--- config.mk ---
export PLATFORM = sky130hd
export DESIGN_NAME = data_mem_lsu
export DESIGN_NICKNAME = d
export VERILOG_FILES = /design/src/rtl/data_mem_lsu.sv
export SDC_FILE = /design/constraint.sdc
export NUM_CORES = 1
export LEC_CHECK = 0
export CORE_AREA = 2 2 134 136
export CTS_CLUSTER_DIAMETER = 60
export DETAILED_ROUTE_END_ITERATION = 8
export DIE_AREA = 0 0 136 138
export PLACE_DENSITY = 0.78
export SLEW_MARGIN = 20
export SYNTH_ARGS = -nofsm -noshare
export SYNTH_HDL_FRONTEND = slang
export SYNTH_SLANG_ARGS = --single-unit
export TNS_END_PERCENT = 10
--- constraint.sdc ---
create_clock -name clk -period 3.3 [get_ports clk]
set_input_delay 0.66 -clock clk [delete_from_list [all_inputs] [get_ports clk]]
set_output_delay 0.66 -clock clk [all_outputs]
set_load 0.03 [all_outputs]
--- src/rtl/data_mem_lsu.sv ---
// data_mem_lsu: one-outstanding load/store unit in front of data-memory BRAM port B.
// Optional define DATA_MEM_LSU_MISALIGN_TRAP_EN makes misaligned H/HU/W accesses return an error.
module data_mem_lsu #(
   parameter int unsigned MEM_DEPTH = 4096
) (
   input  logic        clk,
   input  logic        reset,
   input  logic [31:0] memory_offset,
   input  logic        req_valid,
   output logic        req_ready,
   input  logic        req_we,
   input  logic [2:0]  req_funct3,
   input  logic [31:0] req_addr,
   input  logic [31:0] req_wdata,
   output logic        rsp_valid,
   input  logic        rsp_ready,
   output logic [31:0] rsp_rdata,
   output logic        rsp_err,
   output logic        data_mem_clkb,
   output logic        data_mem_enb,
   output logic        data_mem_rstb,
   output logic [3:0]  data_mem_web,
   output logic [31:0] data_mem_addrb,
   output logic [31:0] data_mem_dinb,
   input  logic [31:0] data_mem_doutb,
   input  logic        data_mem_rstb_busy
);

   typedef enum logic [1:0] {S_IDLE, S_ACCESS, S_WAIT, S_RESP} state_e;

   localparam logic [31:0] BYTE_LIMIT = 32'(4 * MEM_DEPTH);

   state_e      state_q, state_d;
   logic        we_q, we_d;
   logic [2:0]  funct3_q, funct3_d;
   logic [31:0] wdata_q, wdata_d;
   logic [31:0] phys_q, phys_d;
   logic        err_q, err_d;
   logic [31:0] rdata_q, rdata_d;

   logic [31:0] req_phys;
   logic        req_err;
   logic        f3_bad;
   logic        misalign;
   logic        accept;
   logic [7:0]  byte_lane;
   logic [15:0] half_lane;
   logic [31:0] load_data;

   assign req_phys = req_addr - memory_offset;
   assign accept   = (state_q == S_IDLE) && req_valid && req_ready;

   // NOTE: every signal assigned in an always_comb gets a default first, so no path infers a latch.
   always_comb begin
      f3_bad = 1'b1;
      case (req_funct3)
         3'b000, 3'b001, 3'b010: f3_bad = 1'b0;
         3'b100, 3'b101:         f3_bad = req_we;
         default:                f3_bad = 1'b1;
      endcase
      misalign = 1'b0;
`ifdef DATA_MEM_LSU_MISALIGN_TRAP_EN
      case (req_funct3)
         3'b001, 3'b101: misalign = req_phys[0];
         3'b010:         misalign = |req_phys[1:0];
         default:        misalign = 1'b0;
      endcase
`endif
      req_err = f3_bad || (req_phys >= BYTE_LIMIT) || misalign;
   end

   // FSM: state register.
   // NOTE: sequential state uses non-blocking assignments so all flops update from pre-edge values.
   always_ff @(posedge clk) begin
      if (reset) state_q <= S_IDLE;
      else       state_q <= state_d;
   end

   // FSM: next-state logic.
   always_comb begin
      state_d = state_q;
      case (state_q)
         S_IDLE:   if (accept) state_d = req_err ? S_RESP : S_ACCESS;
         S_ACCESS: state_d = S_WAIT;
         S_WAIT:   state_d = S_RESP;
         S_RESP:   if (rsp_ready) state_d = S_IDLE;
         default:  state_d = S_IDLE;
      endcase
   end

   // FSM: outputs. The BRAM port is quiet everywhere except ACCESS.
   always_comb begin
      req_ready      = (state_q == S_IDLE) && !data_mem_rstb_busy && !reset;
      rsp_valid      = (state_q == S_RESP);
      data_mem_enb   = 1'b0;
      data_mem_web   = 4'b0000;
      data_mem_addrb = 32'h0;
      data_mem_dinb  = 32'h0;
      if (state_q == S_ACCESS) begin
         data_mem_enb   = 1'b1;
         data_mem_addrb = {phys_q[31:2], 2'b00};
         if (we_q) begin
            case (funct3_q[1:0])
               2'b00: begin
                  data_mem_web  = 4'b0001 << phys_q[1:0];
                  data_mem_dinb = {4{wdata_q[7:0]}};
               end
               2'b01: begin
                  data_mem_web  = 4'b0011 << {phys_q[1], 1'b0};
                  data_mem_dinb = {2{wdata_q[15:0]}};
               end
               default: begin
                  data_mem_web  = 4'b1111;
                  data_mem_dinb = wdata_q;
               end
            endcase
         end
      end
   end

   assign rsp_rdata     = rdata_q;
   assign rsp_err       = err_q;
   assign data_mem_clkb = clk;
   assign data_mem_rstb = 1'b0;

   // Lane select and extension of the BRAM read word.
   always_comb begin
      case (phys_q[1:0])
         2'b00:   byte_lane = data_mem_doutb[7:0];
         2'b01:   byte_lane = data_mem_doutb[15:8];
         2'b10:   byte_lane = data_mem_doutb[23:16];
         default: byte_lane = data_mem_doutb[31:24];
      endcase
      half_lane = phys_q[1] ? data_mem_doutb[31:16] : data_mem_doutb[15:0];
      case (funct3_q)
         3'b000:  load_data = {{24{byte_lane[7]}}, byte_lane};
         3'b100:  load_data = {24'h0, byte_lane};
         3'b001:  load_data = {{16{half_lane[15]}}, half_lane};
         3'b101:  load_data = {16'h0, half_lane};
         default: load_data = data_mem_doutb;
      endcase
   end

   always_comb begin
      we_d     = we_q;
      funct3_d = funct3_q;
      wdata_d  = wdata_q;
      phys_d   = phys_q;
      err_d    = err_q;
      rdata_d  = rdata_q;
      if (accept) begin
         we_d     = req_we;
         funct3_d = req_funct3;
         wdata_d  = req_wdata;
         phys_d   = req_phys;
         err_d    = req_err;
         rdata_d  = 32'h0;
      end else if (state_q == S_WAIT) begin
         rdata_d = we_q ? 32'h0 : load_data;
      end
   end

   // NOTE: request fields carry no reset; they are always loaded on acceptance before anything reads them.
   always_ff @(posedge clk) begin
      we_q     <= we_d;
      funct3_q <= funct3_d;
      wdata_q  <= wdata_d;
      phys_q   <= phys_d;
   end

   always_ff @(posedge clk) begin
      if (reset) begin
         err_q   <= 1'b0;
         rdata_q <= 32'h0;
      end else begin
         err_q   <= err_d;
         rdata_q <= rdata_d;
      end
   end

endmodule

==> qor.txt, run 1 <==
met1 Use GR - 0.272
post-synthesis adder-cell area fraction - 0.0692
IO Count - 243
Nets - 1,275
main area contributors after synthesis - edfxtp_1 30%, dfxtp_1 10%, ha_1 6.6%
top_reg_cell synth - edfxtp_1
drt total wl - 21,400 um
post-layout minimum cycle time - 3310 ps
Crit. End Element - flop
CTS tree - done
Area Growth Syn to Fin - 59.0%
area leader, netlist - edfxtp_1
worst endpoint required time - 3640 ps
number of distinct library cells after synthesis - 72
Clock transition at path regs - 70 ps
Die Ht - 138 um
Fmax achieved - 302 MHz
pwr dens - 468 nW/um^2
vias - 6,832
Die Area - 18,800 um^2
Tcrit/Tclk final - 1.00
Critical Path Start Type - input port
Initial Util - 0.387
unrepaired setup endpoints after global routing - true
Fillers - 1,474
number of synthesized flops with an enable pin - 68
first-pass GRT wire length - 34,200 um
cell family with most CP delay - simple AND/OR/NAND/NOR gates
DRT antenna net count - 0
worst path bufs/invs - 2
grt peak-use layer - met2
Worst-Skew Late Latency - 460 ps
largest net degree at the start of global routing - 52
# DRC - 0
synth cell count leaders - 93 x nor2_1, 78 x a21oi_1, 68 x edfxtp_1
share of layout cells above drive strength 1 - 0.207
CP cell instances - clkdlybuf4s15_1 > ha_4 > fa_2 > nor2b_4 > o2111ai_4 > a211oi_2 > buf_4 > o2111ai_4 > a21oi_2 > xor2_1 > or3_1 > or3_4 > nor4_4 > a211oi_2
diodes inserted - 0
overall routing resource usage - 0.230
post-synthesis average cell area - 8.93 um^2
Post-Synth XOR/XNOR Area - 0.0297
die width - 136 um
Finish-stage setup viols - 2
Avg Vias per Cell - 5.12
register area share after synthesis - 0.404
Site Rows - 49
Post-CTS Hold Buffers - 0
Mapped Area - 6790 um^2
placed cell count - 1,302
GR Layer Usage met2 - 0.398
Final Hold Viols - 0
Pre-antenna DRT Iters - 4
slew margin rel. - 0.520
type of the most critical hold path - flop to flop
Data arrival, critical path - 3650 ps
largest family of logic cells by synthesized area - simple AND/OR/NAND/NOR gates
cell leakage power - 0.00438 uW
Worst-Margin Slew - 720 ps
routability congestion estimate from global placement - 0.968
max-slew violation count - 0
Simple-Gate Fraction of Synth Area - 0.199
violated checks - setup timing
top-count cell post-synth - nor2_1
GRT overflow - 0
Post-DP HPWL - 16,500 um
I/O Buffers - 239
Non-Filler Instances - 1,334
post-route setup slack - -6.64 ps
Worst Setup Path Type - input port to flop
multiplexer share of the synthesized area - 0.0582
Compound-Gate Fraction of Synth Area - 0.181
WHS - 471 ps
TNS Setup - -11.0 ps
Layout Skew - 9.87 ps
cell count after synthesis - 761
core box area - 17,500 um^2
GR Util met3 - 0.0315
Async SR Flop Fraction - 0
initial DRC count - 494
maximum vdd drop - 0.000228 V
slowest stage delay, CP - 400 ps
Wirelength per Cell - 16.1 um
CP Max Fanout - 3
top cell type's share of synthesized area - 0.301
CP max stage cell - or3_1
total power - 5050 uW
Synth Warn # - 0
status - finished with violations
vias in the first global route - 6,890
fin util - 0.616
initial antenna violation count - 0
#FFs+latches synth - 103
Max Cap Violations - 0
power by group:
group	leakage (uW)	internal [uW]	switching (uW)	total, uW
Combinational	0.00331	1030	1230	2260
Sequential	0.000902	1520	58.0	1580
Clock	0.000164	679	536	1220
flip-flops by register name (all words and copies together), names as in the netlist:
name / count
rsp_err: 1
rsp_rdata: 32
funct3_q: 3
state_q: 2
wdata_q: 32
phys_q: 32
we_q: 1
layout by cell type, fill, tap and decap left out, types with 3 or more instances in the layout:
| master | count |
|---|---|
| a211oi_1 | 3 |
| a21o_1 | 5 |
| a21oi_1 | 74 |
| a21oi_2 | 5 |
| a31oi_1 | 3 |
| and2_1 | 32 |
| and3_1 | 9 |
| buf_4 | 157 |
| clkbuf_16 | 12 |
| clkdlybuf4s50_1 | 205 |
| clkinv_1 | 3 |
| clkinvlp_4 | 3 |
| conb_1 | 3 |
| dfxtp_1 | 35 |
| dlygate4sd2_1 | 4 |
| edfxtp_1 | 68 |
| ha_1 | 27 |
| ha_4 | 8 |
| inv_1 | 45 |
| mux2i_1 | 35 |
| nand2_1 | 50 |
| nand2b_1 | 20 |
| nand3_1 | 11 |
| nand4_1 | 6 |
| nor2_1 | 91 |
| nor2b_1 | 15 |
| nor3_1 | 12 |
| o211ai_1 | 3 |
| o21a_1 | 6 |
| o21ai_0 | 49 |
| o21ai_1 | 4 |
| o31a_1 | 8 |
| xnor2_1 | 14 |
| xor2_1 | 8 |
cell type report:
class,instances,area (um^2),share of cell area
clock buffers,13,310,0.0287
clock inverters,6,36.3,0.00336
inverters,49,188,0.0174
multi-input cells,566,3950,0.366
flip-flops and latches,103,2740,0.254
well taps,229,287,0.0265
repair buffers,368,3290,0.305
worst register-to-register path: stages (launching register included):
cell	delay (ps)
edfxtp_1	380
buf_4	220
mux4_2	360
and3b_1	360
a21oi_1	90
o21ai_0	130
and2_0	600
o21ai_0	230
a21oi_1	180
what timing repair did:
action	CTS	global route
pin swaps	25	5
gates resized for setup	49	8
setup endpoints to repair	3	3
buffers inserted	13	1
routing by layer:
| metal | vias to the layer above | share of wire |
|---|---|---|
| li1 | 3359 | - |
| met1 | 3141 | 0.39 |
| met4 | 0 | 0.035 |
| met2 | 282 | 0.50 |
| met5 | - | 0 |
| met3 | 50 | 0.073 |
path summary, 6_finish.rpt:
kind	startpoint	endpoint	slack, ps	cells after the start
setup reg to reg	phys_q[1]	rsp_rdata[17]	680	8
setup / recovery	memory_offset[0]	state_q[1]	-7	14
hold reg to reg	rsp_rdata[30]	rsp_rdata[30]	470	2
hold / removal	rsp_rdata[30]	rsp_rdata[30]	470	2
cell families after synthesis:
group | Yosys count
compound gates | 194
xor+xnor | 23
fa+ha+maj | 37
buf+inv | 94
flops | 103
mux | 38
other cells | 1
simple gates | 271
through the flow:
step / instance area (um^2) / setup WS (ps)
global placement: 10100 / -873
detailed placement: 10100 / -1030
floorplan: 6810 / -185
CTS: 10800 / 4.20
finish: 10800 / -6.64
global route: 10800 / -135
No activity file was read; power rests on OpenSTA's default activity.
==> run 2: changes to the inputs <==
- PLACE_DENSITY: 0.78 -> 0.76
- clock period: 3.3 -> 3.92 ns (I/O delays scaled with it)
==> qor.txt, run 2 (synthesized netlist as in run 1, its figures left out) <==
# DRC - 0
maximum vdd drop - 0.000220 V
Non-Filler Instances - 1,270
Crit. End Element - flop
Area Growth Syn to Fin - 49.2%
first-pass GRT wire length - 31,900 um
Initial Util - 0.387
Nets - 1,210
Fillers - 1,599
GRT overflow - 0
cell leakage power - 0.00405 uW
Tcrit/Tclk final - 0.943
Die Ht - 138 um
max-slew violation count - 0
Avg Vias per Cell - 5.13
Fmax achieved - 271 MHz
vias in the first global route - 6,316
Finish-stage setup viols - 0
pre-CTS WS - -469 ps
Hold Crit Start - rsp_rdata[16]
FF-to-FF path depth - 7
slowest stage delay, CP - 450 ps
diodes inserted - 0
Critical Path Start Type - input port
Post-DP HPWL - 16,100 um
I/O Buffers - 239
post-layout minimum cycle time - 3700 ps
slew margin rel. - 0.479
pwr dens - 407 nW/um^2
core box area - 17,500 um^2
Wirelength per Cell - 16.1 um
DRT antenna net count - 0
r2r endpoint - rsp_rdata[31]
vias - 6,520
CP Max Fanout - 2
worst endpoint required time - 4250 ps
r2r setup slk - 1130 ps
initial DRC count - 366
worst setup path start - req_addr[0]
RR Startpoint - phys_q[1]
CTS tree - done
drt total wl - 20,500 um
overall routing resource usage - 0.215
critical path's most frequent cell - buf_4
Site Rows - 49
post-route setup slack - 224 ps
Worst Setup Path Type - input port to flop
initial antenna violation count - 0
Final Hold Viols - 0
Layout Skew - 13.9 ps
status - finished clean
Worst-Margin Slew - 771 ps
Die Area - 18,800 um^2
Pre-antenna DRT Iters - 5
Clock transition at path regs - 70 ps
routability congestion estimate from global placement - 0.977
CP cell instances - clkdlybuf4s50_1 > inv_1 > ha_2 > fa_2 > nor2b_4 > o2111ai_2 > buf_4 > a2111oi_4 > buf_4 > nor2_1 > xnor2_1 > nand3b_1 > nor4_2 > nand4b_2 > nor4_4 > a211oi_2
type of the most critical hold path - flop to flop
die width - 136 um
most frequent cells in the layout - 211 x clkdlybuf4s50_1, 93 x nor2_1, 90 x buf_4
Hold Path Depth - 2
largest net degree at the start of global routing - 52
share of layout cells above drive strength 1 - 0.134
CP max stage cell - clkdlybuf4s50_1
Max Cap Violations - 0
placed cell count - 1,251
worst hold path endpoint - rsp_rdata[16]
Data arrival, critical path - 4020 ps
Worst-Skew Late Latency - 460 ps
Post-CTS Hold Buffers - 0
IO Count - 243
commonest non-fill, non-tap cell in the layout - clkdlybuf4s50_1
[run 2: worst max-delay path, delay by kind of cell]
kind | cells | cell delay (ps)
adder cells (fa/ha/maj) | 2 | 570
XOR/XNOR | 1 | 160
AO/OA/AOI/OAI | 3 | 570
AND/OR/NAND/NOR | 6 | 1100
buffers and inverters | 4 | 840
[run 2: area by class of cell]
| type | count | area, um^2 | share of cell area |
|---|---|---|---|
| repair buffers | 303 | 2840 | 0.280 |
| clock buffers | 14 | 314 | 0.0310 |
| well taps | 229 | 287 | 0.0283 |
| clock inverters | 6 | 43.8 | 0.00432 |
| inverters | 49 | 184 | 0.0182 |
| flip-flops and latches | 103 | 2740 | 0.271 |
| multi-input cells | 566 | 3720 | 0.368 |
[run 2: routing by layer]
| layer | up-vias | GRT usage | share of wire |
|---|---|---|---|
| li1 | 3230 | - | - |
| met5 | - | 0 | 0 |
| met3 | 28 | 0.0337 | 0.055 |
| met4 | 0 | 0.0899 | 0.024 |
| met1 | 3050 | 0.269 | 0.43 |
| met2 | 212 | 0.365 | 0.50 |
[run 2: how the worst max path moves through the flow]
stage	endpoint	slack (ps)	depth (start not counted)
2_1_floorplan	funct3_q[0]	290	3
3_3_place_gp	state_q[1]	-360	16
3_5_place_dp	state_q[1]	-470	16
4_1_cts	state_q[1]	7	16
5_1_grt	state_q[1]	-40	16
6_report	state_q[1]	220	16
[run 2: what timing repair did]
item | CTS | global route
setup endpoints to repair | 0 | 2
resized for setup | 0 | 13
setup buffers | 0 | 0
[run 2: per-stage QoR]
step / hold slack, ps / setup TNS (ps) / utilization / instance area, um^2 / total power (uW)
floorplan: 505 / 0 / - / 6800 / 2410
global placement: 456 / -692 / 0.554 / 9720 / 3120
detailed placement: 461 / -903 / 0.554 / 9720 / 3140
CTS: 471 / 0 / 0.574 / 10100 / 4140
global route: 500 / -72.6 / 0.578 / 10100 / 4330
finish: 473 / 0 / 0.578 / 10100 / 4130
[run 2: power breakdown]
part | switching (uW) | internal (uW)
clock | 450 | 581
combinational | 985 | 773
sequential | 55.4 | 1280
total | 1490 | 2640
